File: src/rtl/mem_responder.sv
// mem_responder: single-port word memory behind a valid/ready request channel.
// A request is accepted in IDLE, delayed WAIT_CYCLES wait states, then answered in
// RESP until the initiator consumes the response. Out-of-range word indices return
// an error without touching memory.
// Optional build macro MEM_RESPONDER_ALIGN_CHECK_EN: also flag requests whose byte
// address is not word aligned as errors (no access, normal latency).
module mem_responder #(
    parameter int unsigned WAIT_CYCLES = 2,
    parameter int unsigned DEPTH       = 64
) (
    input  logic        clk,
    input  logic        reset,
    input  logic        req_valid,
    input  logic        req_write,
    input  logic [31:0] req_addr,
    input  logic [31:0] req_wdata,
    output logic        req_ready,
    output logic        resp_valid,
    input  logic        resp_ready,
    output logic [31:0] resp_rdata,
    output logic        resp_err,
    output logic        busy
);

    localparam int unsigned DW = 32;
    localparam int unsigned AW = (DEPTH > 1) ? $clog2(DEPTH) : 1;
    localparam int unsigned CW = 4;
    localparam int unsigned IW = 30;

    typedef enum logic [1:0] {
        IDLE = 2'd0,
        WAIT = 2'd1,
        RESP = 2'd2
    } state_t;

    state_t          state_q, state_d;
    logic [CW-1:0]   cnt_q, cnt_d;
    logic            cap_write_q, cap_write_d;
    logic            cap_err_q, cap_err_d;
    logic [AW-1:0]   cap_idx_q, cap_idx_d;
    logic [DW-1:0]   cap_wdata_q, cap_wdata_d;

    logic            req_ready_d;
    logic            resp_valid_d;
    logic [DW-1:0]   resp_rdata_d;
    logic            resp_err_d;
    logic            busy_d;

    logic            range_err_c;
    logic            addr_err_c;
    logic            mem_we_c;

    logic [DW-1:0]   mem [DEPTH];

    // Word index beyond the array is an addressing error.
    assign range_err_c = (req_addr[31:2] >= IW'(DEPTH));

`ifdef MEM_RESPONDER_ALIGN_CHECK_EN
    // Misaligned byte addresses are rejected as well.
    assign addr_err_c = range_err_c || (req_addr[1:0] != 2'b00);
`else
    // Byte offset is ignored; only the range check applies.
    logic unused_addr_lsb;
    assign unused_addr_lsb = ^req_addr[1:0];
    assign addr_err_c      = range_err_c;
`endif

    // State, counter, captured request and registered outputs.
    always_ff @(posedge clk) begin
        if (reset) begin
            state_q     <= IDLE;
            cnt_q       <= '0;
            cap_write_q <= 1'b0;
            cap_err_q   <= 1'b0;
            cap_idx_q   <= '0;
            cap_wdata_q <= '0;
            req_ready   <= 1'b0;
            resp_valid  <= 1'b0;
            resp_rdata  <= '0;
            resp_err    <= 1'b0;
            busy        <= 1'b0;
        end else begin
            state_q     <= state_d;
            cnt_q       <= cnt_d;
            cap_write_q <= cap_write_d;
            cap_err_q   <= cap_err_d;
            cap_idx_q   <= cap_idx_d;
            cap_wdata_q <= cap_wdata_d;
            req_ready   <= req_ready_d;
            resp_valid  <= resp_valid_d;
            resp_rdata  <= resp_rdata_d;
            resp_err    <= resp_err_d;
            busy        <= busy_d;
        end
    end

    // Next-state, wait counting, memory access and response formation.
    always_comb begin
        state_d      = state_q;
        cnt_d        = cnt_q;
        cap_write_d  = cap_write_q;
        cap_err_d    = cap_err_q;
        cap_idx_d    = cap_idx_q;
        cap_wdata_d  = cap_wdata_q;
        resp_valid_d = resp_valid;
        resp_rdata_d = resp_rdata;
        resp_err_d   = resp_err;
        mem_we_c     = 1'b0;

        case (state_q)
            IDLE: begin
                // req_ready is low in the first cycle after reset, so gate on it.
                if (req_ready && req_valid) begin
                    cap_write_d = req_write;
                    cap_err_d   = addr_err_c;
                    cap_idx_d   = req_addr[AW+1:2];
                    cap_wdata_d = req_wdata;
                    cnt_d       = CW'(WAIT_CYCLES);
                    state_d     = WAIT;
                end
            end
            WAIT: begin
                if (cnt_q != '0) begin
                    cnt_d = cnt_q - CW'(1);
                end else begin
                    state_d      = RESP;
                    resp_valid_d = 1'b1;
                    resp_err_d   = cap_err_q;
                    resp_rdata_d = (cap_write_q || cap_err_q) ? '0 : mem[cap_idx_q];
                    mem_we_c     = cap_write_q && !cap_err_q;
                end
            end
            RESP: begin
                if (resp_ready) begin
                    state_d      = IDLE;
                    resp_valid_d = 1'b0;
                    resp_rdata_d = '0;
                    resp_err_d   = 1'b0;
                end
            end
            default: begin
                state_d      = IDLE;
                cnt_d        = '0;
                resp_valid_d = 1'b0;
                resp_rdata_d = '0;
                resp_err_d   = 1'b0;
            end
        endcase

        req_ready_d = (state_d == IDLE);
        busy_d      = (state_d != IDLE);
    end

    // Storage array; not cleared by reset, and a reset edge suppresses the write.
    always_ff @(posedge clk) begin
        if (mem_we_c && !reset) begin
            mem[cap_idx_q] <= cap_wdata_q;
        end
    end

endmodule

File: config.mk
export PLATFORM = sky130hd
export DESIGN_NAME = mem_responder
export DESIGN_NICKNAME = d
export VERILOG_FILES = /design/src/rtl/mem_responder.sv
export SDC_FILE = /design/constraint.sdc
export NUM_CORES = 2
export LEC_CHECK = 0
export ABC_CLOCK_PERIOD_IN_PS = 6400
export BUFFER_PORTS_ARGS = -buffer_cell sky130_fd_sc_hd__buf_4
export CORE_MARGIN = 2
export CORE_UTILIZATION = 45
export DETAILED_ROUTE_END_ITERATION = 10
export PLACE_DENSITY = 0.58
export SETUP_SLACK_MARGIN = 0.4
export SKIP_LAST_GASP = 1
export SLEW_MARGIN = 10
export SYNTH_ARGS = -nofsm -noshare
export SYNTH_HDL_FRONTEND = slang
export SYNTH_SLANG_ARGS = --single-unit
File: constraint.sdc
create_clock -name clk -period 6.4 [get_ports clk]
set_clock_uncertainty 0.15 [all_clocks]
set_input_delay 0.96 -clock clk [delete_from_list [all_inputs] [get_ports clk]]
set_output_delay 0.96 -clock clk [all_outputs]
set_load 0.05 [all_outputs]
# == Word-level counts from Yosys, hierarchy flattened ==
# Memory sizes are Yosys's and may differ from the RTL's. A register that Yosys moved wholly into a read port is not among the register bits.
# Index checks and enable logic that the tools add are counted.
# classes
add_sub_neg,1
magnitude_cmp,1
eq_ne,6
n_mux,22
bitwise,2
reduce_logical,13
# op_table
operator,count
$mux W32,3
$pmux W32 S3,1
$ge A30 B7 Y1 const B,1
$mux W6,2
$pmux W4 S3,1
$mux W4,2
$ne A2 B2 Y1 const B,4
$mux W1,7
$mux W2,3
$pmux W1 S3,2
$pmux W2 S3,1
$reduce_and A3 Y1,2
$logic_not A2 Y1,2
$reduce_bool A4 Y1,1
$sub A4 B1 Y4 const B,1
$logic_and A1 B1 Y1,3
$eq A2 B1 Y1 const B,1
$eq A2 B2 Y1 const B,1
$logic_not A1 Y1,2
$not A1 Y1,2
$reduce_and A2 Y1,1
$reduce_bool A2 Y1,1
$logic_or A1 B1 Y1,1
# totals
reg_bits,82
ramBits,2048
input_bits,69
out_inout_bits,36
elab_cells,57
n_memories,1
# memory_table
memory,words,word_bits,read_ports,rd_clocked_by_memory_dff,wr,line_no,source
mem,64,32,1,1,1,53,logic [DW-1:0] mem [DEPTH];

# == Logic depth before layout (Yosys ltp) ==
# logic_depth
word_depth,7
ltp_mapped,12
mapped_depth_nobuf,8

# == Least setup slack after synthesis ==
# Ideal clock, no wire load.
# synth_timing
path_kind,input to register
from,input reset
to,"memory mem[30][0], enable pin"
setup_ps,421
t_arrival_ps,3331
required_ps,5829
setup_slack_ps,2498
path_stages,4
path_buffers,1
path_cell_list,clkbuf_1 > nor4b_1 > nand3_1 > nor2_1
# synth_between
elab_chain_len,4
# synth_lines
item,line_no,source
start: declaration,12,"input logic reset,"
$logic_not A1 Y1,156,if (mem_we_c && !reset) begin
$logic_and A1 B1 Y1,156,
$mux W1,156,
$mux W1 (implied by the code),157,mem[cap_idx_q] <= cap_wdata_q;
end: declaration,53,
# No other way between the ends.

# == Worst setup path in the final report ==
# layout_timing
from,register state_q[0]
to,"memory mem[1][11], enable pin"
# layout_between
elab_chain_len,5
# layout_lines
item,line_no,source
start: declaration,36,"state_t state_q, state_d;"
start signal: assignment,83,state_q <= state_d;
$eq A2 B1 Y1,110,case (state_q)
$mux W1,110,
$logic_and A1 B1 Y1,156,
$mux W1,156,
$mux W1 (implied by the code),157,
# No other way between the ends.

==> results by group <==
Setup path
  – CP endpoint kind: flip-flop
  – Worst setup path end: mem[1][11]
  – Flop2flop setup slack: 1.71 ns
  – Critical Path Start: state_q[0]
  – Crit path kind: reg2reg
  – RR Startpoint: state_q[0]
  – CP bufs+invs: 1
  – Largest stage delay, worst path: 0.99 ns
  – Crit path cell chain: nor3b_1 -> nand2_1 -> nor4bb_1 -> nand2_1 -> nor2_4 -> buf_4
  – Kind of start point of the critical path: flip-flop
  – Cell mode on critical path: nand2_1
  – CP Max Fanout: 13
  – Number of cells on the critical path: 6
  – R2r worst-path depth: 6
  – Worst EP arrival: 5.06 ns
  – Slowest cell on the critical path: nor2_4
  – Delay-heaviest family, CP: simple AND/OR/NAND/NOR gates
  – R2r endpoint: mem[1][11]
  – WP data required: 6.77 ns

Die
  – Starting density of the core: 45.2%
  – Core Region: 181000 sq um
  – Die Span Y: 430 um
  – Site Rows: 156
  – Io pins: 105
  – Die Wd: 430 um
  – Die area: 185000 sq um

Power and ir drop
  – VDD IR-drop max: 296 uV
  – P per Cell Area: 315 nW/um^2
  – Comb power frac: 5.9%
  – Leak pwr: 29.6 nW
  – Net Sw Power: 6.53 mW
  – Clock share of power: 41.0%
  – Flop pwr share: 53.1%
  – Sw Share: 22.3%
  – Int Power: 22.7 mW

Final layout
  – Share of layout cells above drive strength 1: 28.7%
  – Highest-count cells in the layout ignoring fill and taps: edfxtp_1, mux4_2, buf_4, clkbuf_16, nand2_1
  – Final nets: 4149
  – Post-layout util: 51.4%
  – Commonest non-fill, non-tap cell in the layout: edfxtp_1
  – Area delta synth->final: 13.6%

Detailed routing
  – Drt first pass iters: 6
  – Routed WL: 223 mm
  – Vias: 40000
  – Via density per instance: 6.03
  – DR iter-0 viols: 4920
  – WL/cell: 33.7 um
  – ANT nets after route: 0
  – DRC: 0

Clocking
  – H-tree levels: 4
  – Number of buffers created by CTS: 209
  – Clock latency on the worst-skew pair: 0.85 ns
  – Hold_buf cts: 0
  – Post-CTS setup buffers: 0
  – CTS max path bufs: 3
  – Sink Count: 2136
  – CTS tree: yes
  – CTS clk-pin slew, worst paths: 0.06 ns
  – Root buf cell: clkbuf_16
  – CTS-repair resized insts: 0

Synthesis
  – Syn nets: 3871
  – Post-synth design cell area: 81800 sq um
  – Async S/R FF share, synth: 0%
  – Syn. warnings: 0
  – Unique masters post-synth: 65
  – Synth Flop Type: edfxtp_1
  – FF+latch count, synth: 2136
  – Avg Cell Area, Syn: 21.5 sq um
  – Post-synthesis sequential area ratio: 77.4%
  – Post-synth EDFFs: 2048
  – Cells after Synth: 3800

GRT
  – GRT Residual Overflow: 0
  – Initial antenna violation count: 3
  – Number of global-route vias before repair: 39700
  – Largest net degree at the start of global routing: 92
  – GRT Resource Usage Total: 24.1%
  – First-pass GRT wire length: 311 mm

Placed design
  – Post-DP HPWL: 135 mm
  – IO buf count: 102
  – Placer congestion estimate: 0.822

Timing
  – Setup-failing EPs final: 0
  – Final Hold Viols: 0
  – Worst slew margin: 15.9%
  – Setup TNS: 0 ns
  – Period minus WS final: 4.69 ns
  – RSZ-0062 raised after global routing: no
  – Max Fclk: 213 MHz
  – Max-slew violation count: 0
  – Worst-Margin Slew: 1.25 ns
  – Final Cycle Share: 73.3%

Min path
  – Worst Hold Class: in2reg

Run status
  – Status: completed

Job
  – Max_cap viols: 0
worst min path at each step:
stage                          startpoint               to  slack, ns  cells past startpoint
after floorplan                  cnt_q[1]         cnt_q[1]       0.29                      2
after global placement    cap_wdata_q[26]  cap_wdata_q[26]       0.29                      2
after detailed placement  cap_wdata_q[26]  cap_wdata_q[26]       0.29                      2
after CTS                   req_wdata[12]  cap_wdata_q[12]       0.14                      3
after global routing        req_wdata[24]  cap_wdata_q[24]       0.17                      3
final                       req_wdata[24]  cap_wdata_q[24]       0.20                      3
synthesized netlist by cell type (all sizes together) (16+ instances only):
cell       n  area (sq um)
edfxtp  2048         61500
mux4     500         11300
nand2    177           664
buf      148          1030
nor2     114           430
mux2i    113          1130
a21oi     97           485
dfxtp     88          1760
clkbuf    62           233
o22ai     50           313
a211oi    42           315
mux2      41           462
a22oi     38           285
nor2b     33           206
nor3      30           150
o21ai     30           150
nand3     27           135
nor4      18           113
a31oi     16           100
area by class of cell:
| cell class | count | area, sq um |
|---|---|---|
| multi-input combinational | 1447 | 17700 |
| tap | 2370 | 2970 |
| antenna | 3 | 7.51 |
| clock inverter | 111 | 1020 |
| clock buffer | 278 | 5630 |
| fill | 14200 | 87800 |
| timing repair buffer | 277 | 2220 |
| sequential | 2136 | 63300 |
| inverter | 7 | 26.3 |
cells by family (layout without fill, tap and decap cells):
kind of cell    count (synthesis)  after routing  share of synthesized area [%]
simple gates                  453            453                           2.54
xor+xnor                        3              3                         0.0321
buf+inv                       217            673                           1.58
compound gates                335            335                           2.69
other cells                     0              3                              0
mux                           654            654                           15.8
fa+ha+maj                       2              2                         0.0306
flops                        2136           2136                           77.4
worst reg2reg max path: stages, from the launching register on:
cell      delay, ns
dfxtp_1        0.57
nor3b_1        0.74
nand2_1        0.23
nor4bb_1       0.57
nand2_1        0.67
nor2_4         1.01
buf_4          0.43
through the flow:
stage                     power (mW)  setup slack [ns]  area, sq um  hold slack (ns)  cells
after CTS                       29.4              1.68        92900            0.141   6626
after floorplan                 16.8              2.50        81800            0.295   3800
after global routing            30.0              1.47        92900            0.169   6626
after global placement          17.5              1.79        86300            0.293   6237
after detailed placement        17.6              1.67        86300            0.294   6237
final                           29.2              1.71        92900            0.199   6629
state kept, by name, summed over array words and instances, names as in the netlist, named ones only:
register and flops:
cap_wdata_q 32, req_ready 1, resp_err 1, resp_valid 1
state_q 2, resp_rdata 32, cap_write_q 1, cap_err_q 1
cap_idx_q 6, busy 1, mem 2048, cnt_q 4
routing by layer:
| layer | global-route usage, % | part of all wire, % | vias to the layer above |
|---|---|---|---|
| li1 | - | - | 16500 |
| met1 | 33.6 | 41 | 21600 |
| met2 | 38.5 | 48 | 1580 |
| met3 | 4.27 | 6.8 | 280 |
| met4 | 8.52 | 3.5 | 2 |
| met5 | 0 | 0.0049 | - |
power by group through the flow:
stage / combinational, mW / sequential [mW] / clock [mW]
6_report: 1.72 / 15.5 / 12.0
5_1_grt: 1.81 / 15.5 / 12.7
4_1_cts: 1.74 / 15.5 / 12.2
3_5_place_dp: 1.74 / 15.8 / 0
3_3_place_gp: 1.72 / 15.8 / 0
2_1_floorplan: 0.935 / 15.9 / 0
(Power assumes the default switching activity.)
